## config.mk

```make
export PLATFORM = sky130hd
export DESIGN_NAME = spi_master
export DESIGN_NICKNAME = d
export VERILOG_FILES = /design/src/rtl/spi_master.sv
export SDC_FILE = /design/constraint.sdc
export NUM_CORES = 1
export LEC_CHECK = 0
export BUFFER_PORTS_ARGS = -buffer_cell sky130_fd_sc_hd__buf_2
export CORE_MARGIN = 1.5
export CORE_UTILIZATION = 50
export DETAILED_ROUTE_END_ITERATION = 6
export GPL_TIMING_DRIVEN = 0
export PLACE_DENSITY = 0.73
export SETUP_SLACK_MARGIN = 0.3
export SKIP_LAST_GASP = 1
export SLEW_MARGIN = 25
export SYNTH_ARGS = -nofsm -noshare
export SYNTH_HDL_FRONTEND = slang
export SYNTH_SLANG_ARGS = --single-unit
export TNS_END_PERCENT = 20
```

## constraint.sdc

```tcl
create_clock -name clk -period 2.62 [get_ports clk]
set_input_delay 0.393 -clock clk [delete_from_list [all_inputs] [get_ports clk]]
set_output_delay 0.393 -clock clk [all_outputs]
set_load 0.01 [all_outputs]
```

## src/rtl/spi_master.sv

```systemverilog
// -----------------------------------------------------------------------------
// spi_master
//
// Mode-0 SPI master (sclk idles low, data launched on falling edges, sampled
// on rising edges). A frame is a DATA_W-bit write phase followed, optionally,
// by a DATA_W-bit read phase. The frame is framed by cs_n and followed by a
// CS_GAP-cycle deselect gap before done pulses.
//
// Build option:
//   SPI_MASTER_READ_EN  defined   -> frames include the READ phase
//                       undefined -> write-only frames, miso ignored,
//                                    rx_data held at 0
//
// Parameters:
//   DATA_W   bits per phase
//   CLK_DIV  clk cycles per sclk half-period (1..255)
//   CS_GAP   clk cycles cs_n stays high after a frame before done
//
// Ports:
//   clk      system clock, rising edge
//   rst      synchronous active-high reset
//   start    frame request, accepted only when idle
//   tx_data  word to send MSB first, latched on accept
//   busy     high while a frame is in progress
//   done     one-cycle pulse at frame completion
//   rx_data  word read from the slave, updated with done
//   sclk     SPI clock
//   cs_n     chip select, active low
//   mosi     master-out data
//   miso     master-in data
// -----------------------------------------------------------------------------
module spi_master #(
    parameter int DATA_W  = 16,
    parameter int CLK_DIV = 1,
    parameter int CS_GAP  = 8
) (
    input  logic              clk,
    input  logic              rst,
    input  logic              start,
    input  logic [DATA_W-1:0] tx_data,
    output logic              busy,
    output logic              done,
    output logic [DATA_W-1:0] rx_data,
    output logic              sclk,
    output logic              cs_n,
    output logic              mosi,
    input  logic              miso
);

    localparam int BIT_W = (DATA_W > 1) ? $clog2(DATA_W) : 1;
    localparam int GAP_W = (CS_GAP > 1) ? $clog2(CS_GAP) : 1;

    localparam logic [7:0]       DIV_LAST = 8'(CLK_DIV - 1);
    localparam logic [BIT_W-1:0] BIT_LAST = BIT_W'(DATA_W - 1);
    localparam logic [GAP_W-1:0] GAP_LAST = GAP_W'(CS_GAP - 1);

    typedef enum logic [2:0] {
        IDLE,
        SETUP,
        WRITE,
        READ,
        HOLD,
        GAP
    } state_t;

    state_t            state, state_n;
    logic [7:0]        div_cnt, div_n;
    logic [BIT_W-1:0]  bit_cnt, bit_n;
    logic [GAP_W-1:0]  gap_cnt, gap_n;
    logic              sclk_q, sclk_n;
    logic              mosi_q, mosi_n;
    logic              cs_n_q, cs_n_n;
    logic              done_q, done_n;
    // Holds the bits still to be sent, already shifted one place so that the
    // MSB is always the next bit to present on a falling edge.
    logic [DATA_W-1:0] tx_shift, tx_n;

`ifdef SPI_MASTER_READ_EN
    logic [DATA_W-1:0] rx_shift, rx_n;
    logic [DATA_W-1:0] rx_data_q, rxd_n;
`else
    logic              unused_miso;
    assign unused_miso = miso;
`endif

    // State and datapath register. Reset wins over everything, including a
    // frame in flight, so an interrupted frame never reaches done.
    always_ff @(posedge clk) begin
        if (rst) begin
            state     <= IDLE;
            div_cnt   <= '0;
            bit_cnt   <= '0;
            gap_cnt   <= '0;
            sclk_q    <= 1'b0;
            mosi_q    <= 1'b0;
            cs_n_q    <= 1'b1;
            done_q    <= 1'b0;
            tx_shift  <= '0;
`ifdef SPI_MASTER_READ_EN
            rx_shift  <= '0;
            rx_data_q <= '0;
`endif
        end else begin
            state     <= state_n;
            div_cnt   <= div_n;
            bit_cnt   <= bit_n;
            gap_cnt   <= gap_n;
            sclk_q    <= sclk_n;
            mosi_q    <= mosi_n;
            cs_n_q    <= cs_n_n;
            done_q    <= done_n;
            tx_shift  <= tx_n;
`ifdef SPI_MASTER_READ_EN
            rx_shift  <= rx_n;
            rx_data_q <= rxd_n;
`endif
        end
    end

    // Next-state and next-output logic. Within WRITE and READ the level of
    // sclk tells which half-period is running: at the end of a high half sclk
    // falls, at the end of a low half the bit counter advances and sclk rises
    // again unless the phase is complete. The rising edge that opens READ is
    // also the first miso sample.
    always_comb begin
        state_n = state;
        div_n   = div_cnt;
        bit_n   = bit_cnt;
        gap_n   = gap_cnt;
        sclk_n  = sclk_q;
        mosi_n  = mosi_q;
        cs_n_n  = cs_n_q;
        done_n  = 1'b0;
        tx_n    = tx_shift;
`ifdef SPI_MASTER_READ_EN
        rx_n    = rx_shift;
        rxd_n   = rx_data_q;
`endif

        case (state)
            IDLE: begin
                if (start) begin
                    tx_n    = {tx_data[DATA_W-2:0], 1'b0};
                    mosi_n  = tx_data[DATA_W-1];
                    cs_n_n  = 1'b0;
                    sclk_n  = 1'b0;
                    div_n   = '0;
                    bit_n   = '0;
                    gap_n   = '0;
                    state_n = SETUP;
                end
            end

            SETUP: begin
                if (div_cnt == DIV_LAST) begin
                    div_n   = '0;
                    sclk_n  = 1'b1;
                    state_n = WRITE;
                end else begin
                    div_n = div_cnt + 8'd1;
                end
            end

            WRITE: begin
                if (div_cnt == DIV_LAST) begin
                    div_n = '0;
                    if (sclk_q) begin
                        sclk_n = 1'b0;
                        mosi_n = tx_shift[DATA_W-1];
                        tx_n   = {tx_shift[DATA_W-2:0], 1'b0};
                    end else if (bit_cnt == BIT_LAST) begin
                        bit_n = '0;
`ifdef SPI_MASTER_READ_EN
                        sclk_n  = 1'b1;
                        rx_n    = {rx_shift[DATA_W-2:0], miso};
                        state_n = READ;
`else
                        state_n = HOLD;
`endif
                    end else begin
                        bit_n  = bit_cnt + BIT_W'(1);
                        sclk_n = 1'b1;
                    end
                end else begin
                    div_n = div_cnt + 8'd1;
                end
            end

            READ: begin
`ifdef SPI_MASTER_READ_EN
                if (div_cnt == DIV_LAST) begin
                    div_n = '0;
                    if (sclk_q) begin
                        sclk_n = 1'b0;
                    end else if (bit_cnt == BIT_LAST) begin
                        bit_n   = '0;
                        state_n = HOLD;
                    end else begin
                        bit_n  = bit_cnt + BIT_W'(1);
                        sclk_n = 1'b1;
                        rx_n   = {rx_shift[DATA_W-2:0], miso};
                    end
                end else begin
                    div_n = div_cnt + 8'd1;
                end
`else
                state_n = HOLD;
`endif
            end

            HOLD: begin
                if (div_cnt == DIV_LAST) begin
                    div_n   = '0;
                    cs_n_n  = 1'b1;
                    state_n = GAP;
                end else begin
                    div_n = div_cnt + 8'd1;
                end
            end

            GAP: begin
                if (gap_cnt == GAP_LAST) begin
                    gap_n   = '0;
                    done_n  = 1'b1;
                    state_n = IDLE;
`ifdef SPI_MASTER_READ_EN
                    rxd_n   = rx_shift;
`endif
                end else begin
                    gap_n = gap_cnt + GAP_W'(1);
                end
            end

            default: begin
                state_n = IDLE;
            end
        endcase
    end

    assign busy = (state != IDLE);
    assign done = done_q;
    assign sclk = sclk_q;
    assign cs_n = cs_n_q;
    assign mosi = mosi_q;
`ifdef SPI_MASTER_READ_EN
    assign rx_data = rx_data_q;
`else
    assign rx_data = '0;
`endif

endmodule

```

# Word-level counts from Yosys, hierarchy flattened
# Cells that the tools add are included.
op_classes:
  addsub: 3
  n_reduce_logical: 17
  bitwise: 1
  eq_ne: 15
  muxes: 35
ops:
  columns: ["operator", "n"]
  rows:
  - ["$mux 16", 3]
  - ["$pmux 16 s2", 1]
  - ["$mux 3", 9]
  - ["$pmux 3 s6", 1]
  - ["$mux 4", 4]
  - ["$mux 8", 2]
  - ["$ne 2x2->1 const B", 8]
  - ["$pmux 8 s2", 1]
  - ["$reduce_and 4->1", 3]
  - ["$eq 3x3->1 const B", 3]
  - ["$mux 1", 9]
  - ["$add 8x1->8 const B", 1]
  - ["$logic_not 8->1", 1]
  - ["$pmux 4 s2", 1]
  - ["$reduce_bool 2->1", 4]
  - ["$reduce_and 7->1", 1]
  - ["$eq 3x2->1 const B", 2]
  - ["$pmux 3 s2", 1]
  - ["$reduce_bool 3->1", 2]
  - ["$add 4x1->4 const B", 1]
  - ["$eq 4x4->1 const B", 1]
  - ["$pmux 1 s2", 2]
  - ["$reduce_and 2->1", 2]
  - ["$add 3x1->3 const B", 1]
  - ["other kinds (7)", 7]
word_totals:
  input_bits: 20
  reg_bits: 38
  out_inout_bits: 21
  wordCells: 80

# Depth between registers and ports, before layout
depth:
  ltp_word: 5
  ltp_mapped: 8
  mapped_depth_nobuf: 6

# Worst setup path after synthesis
# OpenSTA, ideal clock, no wires.
synth_path:
  path_type: "flip-flop to flip-flop"
  from: "register div_cnt[0]"
  to: "register tx_shift[14]"
  synth_period_minus_slack_ps: 1850
  setup_ps: 135
  required_ps: 2485
  setup_slack_ps: 770
  stages_incl_launch_ff: 9
  path_buffers: 2
  t_arrival_ps: 1715
  cell_sequence: "dfxtp_1 inv_1 ha_1 or4b_4 o21ai_4 and2_1 buf_2 buf_6 a311oi_2"
synth_between:
  elab_chain_len: 3
synth_lines:
  columns: ["element", "line", "source"]
  rows:
  - ["start: declaration", "67", "logic [7:0] div_cnt, div_n;"]
  - ["start signal: assignment", "105", "div_cnt <= div_n;"]
  - ["$logic_not 8->1", "165", "if (div_cnt == DIV_LAST) begin"]
  - ["$ne 2x2->1 (no line)", null, null]
  - ["$reduce_and 4->1 (no line)", null, null]
  - ["end signal: assignment", "112", "tx_shift <= tx_n;"]
  - ["end: declaration", "76", "logic [DATA_W-1:0] tx_shift, tx_n;"]
# No other way between the ends.
# A chain may end at the register's enable or synchronous reset.

# Worst setup path after layout
layout_path:
  from: "register div_cnt[0]"
  to: "register tx_shift[4]"
# Same word-level chain as after synthesis.

==> impl_metrics.csv <==
group,metric,value,unit
setup_path,critPathMaxFanout,10,
setup_path,setup.worst_path.start_class,"register",
cells_and_area,synthToLayoutAreaGrowth,15.3,%
cells_and_area,fin_nets,323,
timing,final_hold_viol_count,0,
synth,synth-edff-count,0,
detailed_routing,first_pass_iters,4,
cells_and_area,fillerInstances,375,
synth,async_reset_ff_share,0,%
detailed_routing,drc_errors,0,
setup_path,required,2.78,ns
clocking,clk_pin_slew,0.08,ns
die,io_pins,41,
setup_path,rrSetupSlack,0.54,ns
power_and_ir_drop,comb_power_share,22.1,%
die,die_area,4710,um^2
setup_path,worstPathArrival,2.24,ns
synth,synth_area_leaders,"dfxtp_1, nand2_1, a311oi_1",
placement,dpl.hpwl,3.33,mm
timing,grt_setup_unrepaired,"no",
clocking,cts_tree,"done",
global_routing,antenna_found_initial,0,
cells_and_area,diodes,0,
die,start_util,53.0,%
setup_path,rr_endpoint,"tx_shift[4]",
timing,fin_tns_setup,0,ns
power_and_ir_drop,seq_power_share,45.6,%
cells_and_area,drive_above_1_share,23.4,%
min_path,hold_depth,3,
global_routing,grt_max_degree,12,
clocking,htree_levels,2,
global_routing,grt_overflow,0,
timing,report.final.slew_viol_count,0,
power_and_ir_drop,power_frac_clock,32.2,%
synth,synth_top_area_share,34.4,%
placement,gp_congestion,0.848,
detailed_routing,wl_met1,2.18,mm
detailed_routing,final_antenna_net_count,0,
synth,netlist_area,2150,um^2
setup_path,r2r_start,"div_cnt[0]",
clocking,postCtsSetupBuffers,0,
power_and_ir_drop,leakagePower,1.01,nW
setup_path,r2r_cells,8,
detailed_routing,wirelength,4.73,mm
timing,max_freq,0.481,GHz
setup_path,cp-endpoint,"tx_shift[4]",
timing,final.period_utilization,79.4,%
run_status,status,"finished clean",
power_and_ir_drop,power.density,557,nW/um^2
power_and_ir_drop,switching_share,29.6,%
detailed_routing,drt_iter0_drc,128,
clocking,cts_resized,0,
setup_path,worstSetupPathType,"reg2reg",
die,rows,23,
global_routing,groute.usage.overall,21.6,%
cells_and_area,seqCellArea,741,um^2
detailed_routing,dr.max_layer_used,"met4",
run,drv_cap,0,
synth,synth_top_flop_cell,"dfxtp_1",
detailed_routing,vias_per_cell,5.54,
synth,yosysUniqueCellTypes,58,
power_and_ir_drop,intPower,0.974,mW
detailed_routing,route.met3.wl,254,um
detailed_routing,wl_per_cell,13.5,um
clocking,clock_latency,0.29,ns
setup_path,cp-end-kind,"register",
die,die_width,68.6,um
global_routing,grt_pass1_wl,7.63,mm
synth,synth.avg_cell_area,8.47,um^2
clocking,hold_buffers,0,
timing,fin_crit,2.08,ns
detailed_routing,wl_met2,2.23,mm
synth,ys_seq_area_share,34.4,%
detailed_routing,vias,1935,
clocking,clock_sinks,37,
die,die_y,68.6,um
min_path,hp-class,"in2reg",
clocking,cts_buffers,5,
timing,finClkSkew,0.00615,ns
clocking,clock_path_buffers,2,
cells_and_area,multi_input_area,1230,um^2
timing,relSlewSlack,58.0,%
timing,setup_viol,0,
synth,synth-warning-count,0,
clocking,cts_root_buf,"clkbuf_8",
synth,ys_ff_latch,37,
power_and_ir_drop,vdd_drop_max,229,uV
setup_path,crit_start,"div_cnt[0]",
power_and_ir_drop,p_sw,0.408,mW
placement,postPlaceCellArea,2380,um^2
global_routing,grt_pass1_vias,1688,
cells_and_area,stdcell_area,2480,um^2
placement,io_buffers,22,
die,core,4060,um^2
synth,syn-instance-count,254,
timing,worst_slew_pin_slew,0.625,ns
synth,synth_top_cell_by_area,"dfxtp_1",
==> worst max-delay path, stage by stage (launching register included) <==
cell and delay (ns):
dfxtp_1 0.34, inv_1 0.08, ha_1 0.17, or4b_4 0.50, o21ai_4 0.27, and2_1 0.16, buf_2 0.17, buf_6 0.16
a311oi_1 0.10
==> state kept, by name (all words and copies together) (netlist names) <==
| register | count |
|---|---|
| gap_cnt | 3 |
| done | 1 |
| tx_shift | 15 |
| state | 3 |
| mosi | 1 |
| bit_cnt | 4 |
| sclk | 1 |
| div_cnt | 8 |
| cs_n | 1 |
==> cell usage after synthesis, types with 2 or more instances <==
library cell   n
xnor2_1        6
nor3_1        11
o21ai_0        6
a21oi_1       22
or3_1          7
buf_4         17
inv_1          5
a311oi_2       2
a311oi_1      15
buf_2          4
a211oi_1       2
nand2_1       39
nand3_1        5
dfxtp_1       37
a21oi_2        2
buf_6          3
nor4_1         3
a31oi_1        2
clkbuf_1       9
ha_1           5
nor4b_2        2
o211ai_1       3
and2_1         2
nor2_1         9
o31ai_1        2
a22oi_1        2
==> cell usage in the layout (no fill, tap or decap), drive strengths merged, types with 3 or more instances in the layout <==
cell type,n
clkbuf,16
nor4,4
conb,16
inv,5
nor2,9
o211ai,3
nand3,5
buf,47
nand2,39
a21oi,24
a311oi,17
nor3,11
xnor2,6
o21ai,8
or3,7
ha,5
dfxtp,37
==> cells by family after synthesis <==
family                     Yosys count  synth area share (%)
buffers and inverters               39                  11.0
DFF                                 37                  34.4
other                                1                 0.174
adders and majority gates            6                  3.37
xor gates and xnor gates             7                  2.85
AOI/OAI and AO/OA                   71                  24.4
and+or+nand+nor                     93                  23.8
==> metal layers <==
metal / global-route usage, % / vias to the layer above
met5: 0 / -
met4: 7.50 / 0
met3: 3.41 / 7
met2: 36.4 / 52
met1: 27.9 / 881
li1: - / 995
==> power by group through the flow <==
stage | logic, mW | registers [mW] | clock network (mW)
after floorplan | 0.231 | 0.641 | 0
after global placement | 0.298 | 0.643 | 0
after detailed placement | 0.301 | 0.644 | 0
after CTS | 0.304 | 0.631 | 0.453
after global routing | 0.342 | 0.635 | 0.473
final | 0.306 | 0.631 | 0.446
==> worst min-delay path by stage <==
| stage | startpoint | end |
|---|---|---|
| final | tx_data[2] | tx_shift[3] |
| after global routing | tx_data[2] | tx_shift[3] |
| after CTS | tx_data[2] | tx_shift[3] |
| after detailed placement | tx_shift[9] | tx_shift[10] |
| after global placement | tx_shift[7] | tx_shift[8] |
| after floorplan | tx_shift[1] | tx_shift[2] |
==> layout make-up <==
cell class	instances	area share [%]
plain buffers	34	8.82
clock buffers	7	3.88
clock inverters	1	0.202
inverters	5	0.756
multi-input cells	193	49.5
flip-flops and latches	37	29.8
well taps	50	2.52
repair buffers	22	4.44
==> per-stage QoR <==
stage	total power, mW	utilization (%)	std cells	worst slack (ns)	hold WS, ns
after global routing	1.45	61.2	349	0.387	0.367
after CTS	1.39	61.2	349	0.552	0.354
after global placement	0.941	58.7	341	0.588	0.464
after floorplan	0.873	-	269	0.770	0.450
after detailed placement	0.945	58.7	341	0.558	0.472
final	1.38	61.2	349	0.541	0.356
(Power assumes the default switching activity.)
